File: src/rtl/lsu_bus_bridge_pkg.sv
// ---------------------------------------------------------------------------
// lsu_pkg
// Shared definitions for the load/store bus bridge: the FSM state type,
// funct3 encodings for loads and stores, the default response timeout, and a
// helper that flags funct3 codes that have no load/store meaning.
// ---------------------------------------------------------------------------
package lsu_pkg;

    typedef enum logic [1:0] {
        ST_IDLE,
        ST_REQ,
        ST_WAIT,
        ST_DONE
    } lsu_state_e;

    // Load encodings (inst[14:12])
    localparam logic [2:0] F3_LB  = 3'b000;
    localparam logic [2:0] F3_LH  = 3'b001;
    localparam logic [2:0] F3_LW  = 3'b010;
    localparam logic [2:0] F3_LBU = 3'b100;
    localparam logic [2:0] F3_LHU = 3'b101;

    // Store encodings share the size field with the loads
    localparam logic [2:0] F3_SB  = 3'b000;
    localparam logic [2:0] F3_SH  = 3'b001;
    localparam logic [2:0] F3_SW  = 3'b010;

    localparam int LSU_TIMEOUT_DEFAULT = 16;

    // Codes 011, 110 and 111 never issue a bus access
    function automatic logic f3_illegal(input logic [2:0] f3);
        return (f3 == 3'b011) || (f3 == 3'b110) || (f3 == 3'b111);
    endfunction

endpackage

File: src/rtl/lsu_bus_bridge_if.sv
// ---------------------------------------------------------------------------
// lsu_bus_bridge_if
// Handshaked memory bus between the bridge (master) and memory (slave).
//   bus_req/bus_gnt       : request and its acceptance
//   bus_addr/bus_we       : word-aligned address, write flag
//   bus_be/bus_wdata      : byte enables and lane-aligned store data
//   bus_rvalid            : response strobe (read data or write ack)
//   bus_rdata/bus_err     : read word and error, qualified by bus_rvalid
// ---------------------------------------------------------------------------
interface lsu_bus_bridge_if #(
    parameter int ADDR_W = 32
);
    logic              bus_req;
    logic              bus_gnt;
    logic [ADDR_W-1:0] bus_addr;
    logic              bus_we;
    logic [3:0]        bus_be;
    logic [31:0]       bus_wdata;
    logic              bus_rvalid;
    logic [31:0]       bus_rdata;
    logic              bus_err;

    modport master (
        output bus_req, bus_addr, bus_we, bus_be, bus_wdata,
        input  bus_gnt, bus_rvalid, bus_rdata, bus_err
    );

    modport slave (
        input  bus_req, bus_addr, bus_we, bus_be, bus_wdata,
        output bus_gnt, bus_rvalid, bus_rdata, bus_err
    );
endinterface

File: src/rtl/lsu_bus_bridge_lane.sv
// ---------------------------------------------------------------------------
// lsu_lane
// Combinational byte-lane logic for the bridge.
//   f3         in  : funct3 of the access (size in [1:0], unsigned in [2])
//   addr_lo    in  : byte offset within the word
//   wdata      in  : store data from rs2
//   rdata_word in  : word returned by the bus
//   be         out : byte enables for the access size/offset
//   wdata_lane out : store data replicated onto every candidate lane
//   load_data  out : selected lane, sign- or zero-extended
// ---------------------------------------------------------------------------
module lsu_lane
    import lsu_pkg::*;
(
    input  logic [2:0]  f3,
    input  logic [1:0]  addr_lo,
    input  logic [31:0] wdata,
    input  logic [31:0] rdata_word,
    output logic [3:0]  be,
    output logic [31:0] wdata_lane,
    output logic [31:0] load_data
);

    logic [31:0] byte_shifted;
    logic [7:0]  byte_val;
    logic [15:0] half_val;

    // Replicating the store data means the memory picks the right copy from
    // the enables alone, so no shifter is needed on the write path.
    always_comb begin
        be         = 4'b0000;
        wdata_lane = 32'h0;
        case (f3[1:0])
            2'b00: begin
                be         = 4'b0001 << addr_lo;
                wdata_lane = {4{wdata[7:0]}};
            end
            2'b01: begin
                be         = addr_lo[1] ? 4'b1100 : 4'b0011;
                wdata_lane = {2{wdata[15:0]}};
            end
            default: begin
                be         = 4'b1111;
                wdata_lane = wdata;
            end
        endcase
    end

    // Halfwords only look at addr_lo[1], so a stray a[0] is ignored here.
    always_comb begin
        byte_shifted = rdata_word >> {addr_lo, 3'b000};
        byte_val     = byte_shifted[7:0];
        half_val     = addr_lo[1] ? rdata_word[31:16] : rdata_word[15:0];
        case (f3)
            F3_LB:   load_data = {{24{byte_val[7]}}, byte_val};
            F3_LBU:  load_data = {24'h0, byte_val};
            F3_LH:   load_data = {{16{half_val[15]}}, half_val};
            F3_LHU:  load_data = {16'h0, half_val};
            F3_LW:   load_data = rdata_word;
            default: load_data = 32'h0;
        endcase
    end

endmodule

File: src/rtl/lsu_bus_bridge.sv
// ---------------------------------------------------------------------------
// lsu_bus_bridge
// Bridges the single-cycle datapath's data-memory port to a handshaked bus.
// Each load/store is latched, issued on the bus, and the datapath is stalled
// until the response (or a timeout) completes it with a one-cycle done pulse.
//   clk, rst            : clock, asynchronous active-low reset
//   req_valid/req_we    : load/store request, store flag
//   req_f3/req_addr     : funct3 and byte address
//   req_wdata           : store data
//   stall               : hold PC and register write
//   done/err/rdata      : completion pulse, error flag, extended load data
//   bus                 : master side of lsu_bus_bridge_if
// Build option: define LSU_MISALIGN_TRAP_EN to complete misaligned halfword
// and word accesses with an error instead of performing them aligned.
// ---------------------------------------------------------------------------
module lsu_bus_bridge
    import lsu_pkg::*;
#(
    parameter int ADDR_W  = 32,
    parameter int TIMEOUT = LSU_TIMEOUT_DEFAULT
) (
    input  logic              clk,
    input  logic              rst,
    input  logic              req_valid,
    input  logic              req_we,
    input  logic [2:0]        req_f3,
    input  logic [ADDR_W-1:0] req_addr,
    input  logic [31:0]       req_wdata,
    output logic              stall,
    output logic              done,
    output logic              err,
    output logic [31:0]       rdata,
    lsu_bus_bridge_if.master  bus
);

    localparam int CNT_W = $clog2(TIMEOUT + 1);

    lsu_state_e       state;
    logic             lat_we;
    logic [2:0]       lat_f3;
    logic [1:0]       lat_lo;
    logic [CNT_W-1:0] tmo_cnt;
    logic             timeout_hit;
    logic             req_bad;

    logic [2:0]       lane_f3;
    logic [1:0]       lane_lo;
    logic [3:0]       lane_be;
    logic [31:0]      lane_wdata;
    logic [31:0]      lane_load;

    // In IDLE the lane logic formats the incoming request for the bus; once
    // the access is underway it extracts load data using the latched f3/offset.
    assign lane_f3 = (state == ST_IDLE) ? req_f3 : lat_f3;
    assign lane_lo = (state == ST_IDLE) ? req_addr[1:0] : lat_lo;

    lsu_lane u_lane (
        .f3         (lane_f3),
        .addr_lo    (lane_lo),
        .wdata      (req_wdata),
        .rdata_word (bus.bus_rdata),
        .be         (lane_be),
        .wdata_lane (lane_wdata),
        .load_data  (lane_load)
    );

    // A request that must complete with an error without touching the bus.
    always_comb begin
        req_bad = f3_illegal(req_f3);
`ifdef LSU_MISALIGN_TRAP_EN
        if ((req_f3[1:0] == 2'b01) && req_addr[0]) begin
            req_bad = 1'b1;
        end
        if ((req_f3[1:0] == 2'b10) && (req_addr[1:0] != 2'b00)) begin
            req_bad = 1'b1;
        end
`endif
    end

    // The counter runs across REQ and WAIT, so this fires on the TIMEOUT-th
    // cycle spent waiting on the bus.
    assign timeout_hit = (tmo_cnt == CNT_W'(TIMEOUT - 1));

    // Combinational in IDLE so the datapath freezes in the request cycle.
    assign stall = ((state == ST_IDLE) && req_valid) ||
                   (state == ST_REQ) || (state == ST_WAIT);

    // Main FSM with registered completion and bus outputs. Bus fields are
    // loaded on entry to REQ and cleared on leaving it.
    always_ff @(posedge clk or negedge rst) begin
        if (!rst) begin
            state         <= ST_IDLE;
            lat_we        <= 1'b0;
            lat_f3        <= 3'b000;
            lat_lo        <= 2'b00;
            tmo_cnt       <= '0;
            done          <= 1'b0;
            err           <= 1'b0;
            rdata         <= 32'h0;
            bus.bus_req   <= 1'b0;
            bus.bus_addr  <= '0;
            bus.bus_we    <= 1'b0;
            bus.bus_be    <= 4'b0000;
            bus.bus_wdata <= 32'h0;
        end else begin
            done <= 1'b0;
            case (state)
                ST_IDLE: begin
                    err   <= 1'b0;
                    rdata <= 32'h0;
                    if (req_valid) begin
                        lat_we  <= req_we;
                        lat_f3  <= req_f3;
                        lat_lo  <= req_addr[1:0];
                        tmo_cnt <= '0;
                        if (req_bad) begin
                            state <= ST_DONE;
                            done  <= 1'b1;
                            err   <= 1'b1;
                        end else begin
                            state         <= ST_REQ;
                            bus.bus_req   <= 1'b1;
                            bus.bus_addr  <= {req_addr[ADDR_W-1:2], 2'b00};
                            bus.bus_we    <= req_we;
                            bus.bus_be    <= lane_be;
                            bus.bus_wdata <= req_we ? lane_wdata : 32'h0;
                        end
                    end
                end
                ST_REQ: begin
                    if (timeout_hit || bus.bus_gnt) begin
                        bus.bus_req   <= 1'b0;
                        bus.bus_addr  <= '0;
                        bus.bus_we    <= 1'b0;
                        bus.bus_be    <= 4'b0000;
                        bus.bus_wdata <= 32'h0;
                    end
                    if (timeout_hit) begin
                        state <= ST_DONE;
                        done  <= 1'b1;
                        err   <= 1'b1;
                        rdata <= 32'h0;
                    end else begin
                        tmo_cnt <= tmo_cnt + 1'b1;
                        if (bus.bus_gnt) begin
                            state <= ST_WAIT;
                        end
                    end
                end
                ST_WAIT: begin
                    // A response arriving on the expiry cycle still counts.
                    if (bus.bus_rvalid) begin
                        state <= ST_DONE;
                        done  <= 1'b1;
                        err   <= bus.bus_err;
                        rdata <= (bus.bus_err || lat_we) ? 32'h0 : lane_load;
                    end else if (timeout_hit) begin
                        state <= ST_DONE;
                        done  <= 1'b1;
                        err   <= 1'b1;
                        rdata <= 32'h0;
                    end else begin
                        tmo_cnt <= tmo_cnt + 1'b1;
                    end
                end
                ST_DONE: begin
                    state <= ST_IDLE;
                    err   <= 1'b0;
                    rdata <= 32'h0;
                end
                default: begin
                    state <= ST_IDLE;
                end
            endcase
        end
    end

endmodule

File: src/flat_wrapper.sv
// flat-port wrapper written by rule: the top's interface ports become plain ports
module lsu_bus_bridge_flat import lsu_pkg::*;
#(
    parameter int ADDR_W  = 32,
    parameter int TIMEOUT = LSU_TIMEOUT_DEFAULT
)
  (clk, rst, req_valid, req_we, req_f3, req_addr, req_wdata, stall, done, err, rdata, bus_bus_req, bus_bus_addr, bus_bus_we, bus_bus_be, bus_bus_wdata, bus_bus_gnt, bus_bus_rvalid, bus_bus_rdata, bus_bus_err);
  lsu_bus_bridge_if #(.ADDR_W(ADDR_W)) bus_i ();
  input  logic clk;
  input  logic rst;
  input  logic req_valid;
  input  logic req_we;
  input  logic [2:0] req_f3;
  input  logic [ADDR_W-1:0] req_addr;
  input  logic [31:0] req_wdata;
  output logic stall;
  output logic done;
  output logic err;
  output logic [31:0] rdata;
  output wire logic [$bits(bus_i.bus_req)-1:0] bus_bus_req;
  output wire logic [$bits(bus_i.bus_addr)-1:0] bus_bus_addr;
  output wire logic [$bits(bus_i.bus_we)-1:0] bus_bus_we;
  output wire logic [$bits(bus_i.bus_be)-1:0] bus_bus_be;
  output wire logic [$bits(bus_i.bus_wdata)-1:0] bus_bus_wdata;
  input wire logic [$bits(bus_i.bus_gnt)-1:0] bus_bus_gnt;
  input wire logic [$bits(bus_i.bus_rvalid)-1:0] bus_bus_rvalid;
  input wire logic [$bits(bus_i.bus_rdata)-1:0] bus_bus_rdata;
  input wire logic [$bits(bus_i.bus_err)-1:0] bus_bus_err;
  assign bus_bus_req = bus_i.bus_req;
  assign bus_bus_addr = bus_i.bus_addr;
  assign bus_bus_we = bus_i.bus_we;
  assign bus_bus_be = bus_i.bus_be;
  assign bus_bus_wdata = bus_i.bus_wdata;
  assign bus_i.bus_gnt = bus_bus_gnt;
  assign bus_i.bus_rvalid = bus_bus_rvalid;
  assign bus_i.bus_rdata = bus_bus_rdata;
  assign bus_i.bus_err = bus_bus_err;
  lsu_bus_bridge #(.ADDR_W(ADDR_W), .TIMEOUT(TIMEOUT)) u_core (.clk(clk), .rst(rst), .req_valid(req_valid), .req_we(req_we), .req_f3(req_f3), .req_addr(req_addr), .req_wdata(req_wdata), .stall(stall), .done(done), .err(err), .rdata(rdata), .bus(bus_i));
endmodule
File: config.mk
export PLATFORM = sky130hd
export DESIGN_NAME = lsu_bus_bridge_flat
export DESIGN_NICKNAME = d
export VERILOG_FILES = /design/src/rtl/lsu_bus_bridge_pkg.sv /design/src/rtl/lsu_bus_bridge_if.sv /design/src/rtl/lsu_bus_bridge_lane.sv /design/src/rtl/lsu_bus_bridge.sv /design/src/flat_wrapper.sv
export SDC_FILE = /design/constraint.sdc
export NUM_CORES = 1
export LEC_CHECK = 0
export ABC_AREA = 1
export BUFFER_PORTS_ARGS = -buffer_cell sky130_fd_sc_hd__buf_2
export CORE_MARGIN = 1
export CORE_UTILIZATION = 45
export DETAILED_ROUTE_END_ITERATION = 12
export GPL_ROUTABILITY_DRIVEN = 0
export PLACE_DENSITY = 0.74
export SYNTH_ARGS = -nofsm -noshare
export SYNTH_HDL_FRONTEND = slang
export SYNTH_HIERARCHICAL = 1
export SYNTH_SLANG_ARGS = --single-unit
File: constraint.sdc
create_clock -name clk -period 2.1 [get_ports clk]
set_input_delay 0.105 -clock clk [delete_from_list [all_inputs] [get_ports clk]]
set_output_delay 0.105 -clock clk [all_outputs]
set_load 0.05 [all_outputs]
# Word level (Yosys, flattened, before mapping)
# Cells that the tools add are included.
op_classes:
  addsub: 1
  eq_ne: 18
  shifts: 2
  mux: 49
  n_reduce_logical: 17
op_table:
  columns: ["cell", "n"]
  rows:
  - ["32-bit two-way mux", 9]
  - ["32-bit one-hot mux with 2 select lines", 3]
  - ["32-bit one-hot mux with 5 select lines", 1]
  - ["32-bit one-hot mux with 3 select lines", 1]
  - ["32-bit by 5-bit right shift with 8-bit output", 1]
  - ["16-bit two-way mux", 1]
  - ["4-bit two-way mux", 4]
  - ["4-bit one-hot mux with 2 select lines", 2]
  - ["5-bit two-way mux", 3]
  - ["5-bit one-hot mux with 3 select lines", 1]
  - ["2-bit two-way mux", 7]
  - ["3-bit equality test, second input constant", 4]
  - ["1-bit two-way mux", 11]
  - ["2-bit != test, second input constant", 4]
  - ["2-bit one-hot mux with 4 select lines", 1]
  - ["3-bit by 2-bit equality test with 1-bit output, second input constant", 2]
  - ["1-bit logical OR", 6]
  - ["3-bit by 2-bit != test with 1-bit output, second input constant", 2]
  - ["3-bit AND reduction", 2]
  - ["5-bit by 1-bit adder with 5-bit output, second input constant", 1]
  - ["5-bit by 4-bit equality test with 1-bit output, second input constant", 1]
  - ["2-bit by 1-bit equality test with 1-bit output, second input constant", 2]
  - ["2-bit equality test, second input constant", 2]
  - ["2-bit zero test", 2]
  - ["13 further kinds", 14]
totals:
  reg_bits: 117
  inputBits: 106
  out_inout_bits: 105
  word_cells: 100

# Depth between registers and ports, before layout
depth:
  word_depth: 8
  ltp_mapped: 16
  depth_no_buf: 14

# Hierarchy
# The synthesis kept the hierarchy.
by_module_without_submodules:
  columns: ["module", "instances", "cells_per_inst", "area_per_inst_um2", "seq_area_each_um2"]
  rows:
  - ["lsu_bus_bridge", 1, 745, 5680.4, 2877.8]
  - ["lsu_lane", 1, 283, 1268.7, 0.0]

# Worst setup path after synthesis
# Ideal clock, no wire load.
synth_timing:
  kind: "register -> register"
  startpoint: "register u_core.state[0]"
  endpoint: "register u_core.rdata[3]"
  setup_time_ns: 0.077
  t_arrival_ns: 2.255
  required_ns: 2.023
  setup_slack_ns: -0.232
  stages_incl_launch_ff: 13
  path_buffers: 0
  synth_period_minus_slack_ns: 2.332
  cell_sequence: "dfrtp_1 > inv_1 > ha_1 > inv_1 > o21ai_0 > inv_2 > nand2_4 > nand2_4 > o21ai_4 > nand2_1 > nand2_1 > nand2_1 > a21oi_1"
synth_via:
  elab_chain_cells: 7
  word_cells_on_any_way: 18
  classes_between: "eq/ne: 7; shift: 1; mux: 7; reduce/logical: 3"
synth_lines:
  columns: ["element", "line_no", "source"]
  rows:
  - ["start: declaration", "lsu_bus_bridge.sv:38", "lsu_state_e state;"]
  - ["start signal: assignment", "lsu_bus_bridge.sv:92", "state <= ST_IDLE;"]
  - ["start signal: assignment", "lsu_bus_bridge.sv:117", "state <= ST_DONE;"]
  - ["start signal: assignment", "lsu_bus_bridge.sv:121", "state <= ST_REQ;"]
  - ["2-bit zero test (*)", "lsu_bus_bridge.sv:54", "assign lane_f3 = (state == ST_IDLE) ? req_f3 : lat_f3;"]
  - ["3-bit two-way mux (*)", "lsu_bus_bridge.sv:54", null]
  - ["net u_core.lane_f3[0]", "lsu_bus_bridge.sv:46", "logic [2:0] lane_f3;"]
  - ["3-bit by 2-bit equality test with 1-bit output (tied with other cells)", "lsu_bus_bridge_lane.sv:54", "case (f3)"]
  - ["32-bit one-hot mux with 5 select lines (*)", "lsu_bus_bridge_lane.sv:54", null]
  - ["net u_core.lane_load[3]", "lsu_bus_bridge.sv:50", "logic [31:0] lane_load;"]
  - ["32-bit two-way mux (*)", "lsu_bus_bridge.sv:156", "rdata <= (bus.bus_err || lat_we) ? 32'h0 : lane_load;"]
  - ["32-bit two-way mux (*)", "lsu_bus_bridge.sv:152", "if (bus.bus_rvalid) begin"]
  - ["32-bit one-hot mux with 3 select lines (*)", "lsu_bus_bridge.sv:107", "case (state)"]
  - ["end signal: assignment", "lsu_bus_bridge.sv:156", null]
  - ["end: declaration", "lsu_bus_bridge.sv:32", "output logic [31:0] rdata,"]
# Mark *: on every way through the listed nets, which the timed path passes. The rest lies on a longest branch.
# A chain may end at the register's enable or synchronous reset.

# Worst setup path in the final report
layout_timing:
  startpoint: "register u_core.state[1]"
  endpoint: "register u_core.rdata[2]"
# The elaborated chain is that of the path after synthesis.

==> results.cfg <==
[detailed_routing]
drc = 0
wl_mm = 20.87
firstDrtPassIters = 7
dr.first_iter.drc_count = 548
dr_wl_met3_mm = 1.628
ant_nets = 0
wl_met2_mm = 9.698
drt-wirelength-per-cell_um = 14.54
wl_met1_mm = 9.245
vias = 7389
highest_layer = met4
vias_per_cell = 5.149

[sta]
fmax_mhz = 500.1
fin_crit_ns = 1.999
hold-worst-slack_ns = 0.01494
slew-limit-headroom_pct = 63.56
finClkSkew_ns = 0.009917
drv_slew = 0
tightest_slew_ns = 0.5467
rsz0062_at_grt = true
setup_viol = 0
tns_ns = 0
fin_crit_sh_pct = 95.21
hold_viol = 0

[critical_path]
critPathKind = reg2reg
critPathLaunchType = flop
crit_path_max_incr_delay_ns = 0.38
crit_slowest_cell = dfrtp_1
critPathRequiredTime_ns = 2.44
path_common_cell = nand2_1
critPathBufInv = 4
critPathMaxFanout = 8
rrSetupSlack_ns = 0.10
cp_top_family = compound AO/OA/AOI/OAI gates
rr_startpoint = u_core/state[1]
reg2regPathDepth = 13
cp.arrival_ns = 2.34
path_cells = inv_2, ha_4, inv_2, buf_6, o21ai_4, inv_4, nand2_4, nand2_4, o21ai_4, nand2_1, nand2_1, nand2_1, a21oi_1
r2r-end = u_core/rdata[2]
critPathCaptureType = flop

[synth]
synth_seq_cells = 115
synth_cell_types = 27
avgSynthCellArea_um2 = 6.760
netlist_area_um2 = 6949
yosysWarnings = 6
synth_top_area_share_pct = 41.41
yosys.area.top_type = dfrtp_1
synth.area.top_cells = dfrtp_1 41%, nand2_1 24%, nor2_1 4.6%
postSynthCellCount = 1028
yosysSeqAreaShare_pct = 41.41

[final_layout]
multi_input_area_um2 = 3492
seq_area_um2 = 2878
n_antenna_cell = 0
area_growth_pct = 31.58
drive_gt1_share_pct = 27.02
finish.utilization_pct = 60.37
nets = 1348
fillers = 1406

[global_routing]
grt_pass1_vias = 6629
grt_max_degree = 69
grt.total_usage_pct = 25.92
grt_pass1_wl_mm = 32.76
antenna_found_initial = 0
grt_overflow = 0

[floorplanning]
die_x_um = 126.3
dieHeight_um = 126.3
rows = 45
start_util_pct = 45.88
pin_count = 211
core_area_um2 = 15150
dieArea_um2 = 15940

[status]
status = finished, final reports clean

[min_path]
whs_endpoint = u_core/bus.bus_addr[7]
hold_start = req_addr[7]
hold_path_class = in2reg
hold_depth = 4

[power_and_ir_drop]
p_total_mw = 18.01
peakVddDrop_mv = 0.8801
p_leak_nw = 5.290
power_density_nw_per_um2 = 1969

[cts]
clk_path_buf_depth = 2
htreeDepth = 4
cts_made_buffers = 17
cts.sinks = 115
clkTransAtPathRegs_ns = 0.06
cts_tree = yes
cts-root-buf = clkbuf_16
insertion_delay_ns = 0.41

[placed_design]
hpwl_mm = 13.58
port_buffers = 208

[run]
maxCapViolCount = 0
-- sequential cells by signal, indices dropped and copies added, names as in the netlist --
| register | count |
|---|---|
| u_core/err | 1 |
| u_core/bus.bus_wdata | 32 |
| u_core/bus.bus_we | 1 |
| u_core/tmo_cnt | 5 |
| u_core/bus.bus_addr | 30 |
| u_core/lat_we | 1 |
| u_core/bus.bus_req | 1 |
| u_core/rdata | 32 |
| u_core/bus.bus_be | 4 |
| u_core/lat_f3 | 3 |
| u_core/lat_lo | 2 |
| u_core/done | 1 |
| u_core/state | 2 |
-- worst max-delay path by stage --
stage | cells past startpoint | from | end
floorplan | 14 | u_core/state[0] | u_core/rdata[15]
detailed placement | 13 | u_core/state[0] | u_core/rdata[23]
global route | 12 | u_core/state[1] | u_core/bus.bus_wdata[26]
finish | 13 | u_core/state[1] | u_core/rdata[2]
CTS | 17 | u_core/state[0] | u_core/rdata[15]
global placement | 12 | u_core/state[0] | u_core/bus.bus_wdata[26]
-- timing repair --
| item | CTS | global route |
|---|---|---|
| setup endpoints to repair | 23 | 50 |
| pin swaps | 0 | 30 |
| hold buffers | 6 | 0 |
| resized for setup | 2 | 42 |
| cloned | 0 | 2 |
| hold endpoints to repair | 30 | 0 |
| buffers inserted | 0 | 5 |
-- cell usage in the layout, fill, tap and decap left out, drive strengths merged --
master	count
o21ai	59
clkinv	4
clkbuf	23
nand3	59
a21oi	49
nor2	90
nand3b	34
xor2	1
dlygate4sd3	6
nand2	446
ha	7
bufinv	4
inv	87
mux2	1
dfrtp	115
o22ai	2
conb	2
buf	252
nand4	1
o211ai	4
clkinvlp	1
-- Yosys cell counts --
cell type,number
nand2_1,438
dfrtp_1,115
nor2_1,85
inv_1,76
nand3_1,58
o21ai_0,56
a21oi_1,49
nand3b_1,34
clkbuf_1,31
buf_4,19
buf_2,18
inv_2,11
ha_1,7
buf_6,5
nand2_2,5
nor2_2,4
o211ai_1,4
nand2_4,2
o21ai_4,2
o22ai_1,2
conb_1,1
mux2_2,1
nand3_4,1
nand4_1,1
nor2_4,1
o21ai_1,1
xor2_1,1
-- cell type report --
| cell class | instances | area share [%] |
|---|---|---|
| Clock buffer | 22 | 5.296 |
| Clock inverter | 9 | 1.656 |
| Inverter | 87 | 3.654 |
| Multi-Input combinational cell | 755 | 38.19 |
| Sequential cell | 115 | 31.47 |
| Tap cell | 188 | 2.573 |
| Timing Repair Buffer | 259 | 17.16 |
-- cells by family after synthesis --
group	Yosys count	share of synthesized area, %
AOI/OAI and AO/OA	114	8.714
xor gates and xnor gates	1	0.1261
adders and majority gates	7	1.260
buffers and inverters	160	10.53
DFF	115	41.41
muxes	1	0.1620
other	1	0.05396
and+or+nand+nor	629	37.74
-- worst reg2reg max path: cells and delay by family (launching register included) --
kind	cells	cell delay (ns)
flip-flops	1	0.38
buffers and inverters	4	0.35
AO/OA/AOI/OAI	3	0.70
AND/OR/NAND/NOR	5	0.36
adder cells (fa/ha/maj)	1	0.15
-- per-layer routing --
metal | track usage [%] | up-vias
li1 | - | 3600
met1 | 35.22 | 3404
met2 | 40.72 | 355
met3 | 6.627 | 30
met4 | 7.654 | 0
met5 | 0 | -
-- power breakdown --
part / total (mW) / internal (mW) / switching, mW
logic: 11.3 / 3.34 / 7.98
clock network: 3.12 / 2.10 / 1.02
registers: 3.58 / 3.10 / 0.477
total: 18.0 / 8.53 / 9.47
-- through the flow --
step	setup WS, ns	cells	area [um^2]
6_report	0.1005	1435	9144
2_1_floorplan	0.01693	1029	6957
5_1_grt	-0.05880	1435	9144
4_1_cts	0.03364	1428	8931
3_5_place_dp	-0.07080	1391	8223
3_3_place_gp	0.02252	1391	8223
(Power assumes the default switching activity.)
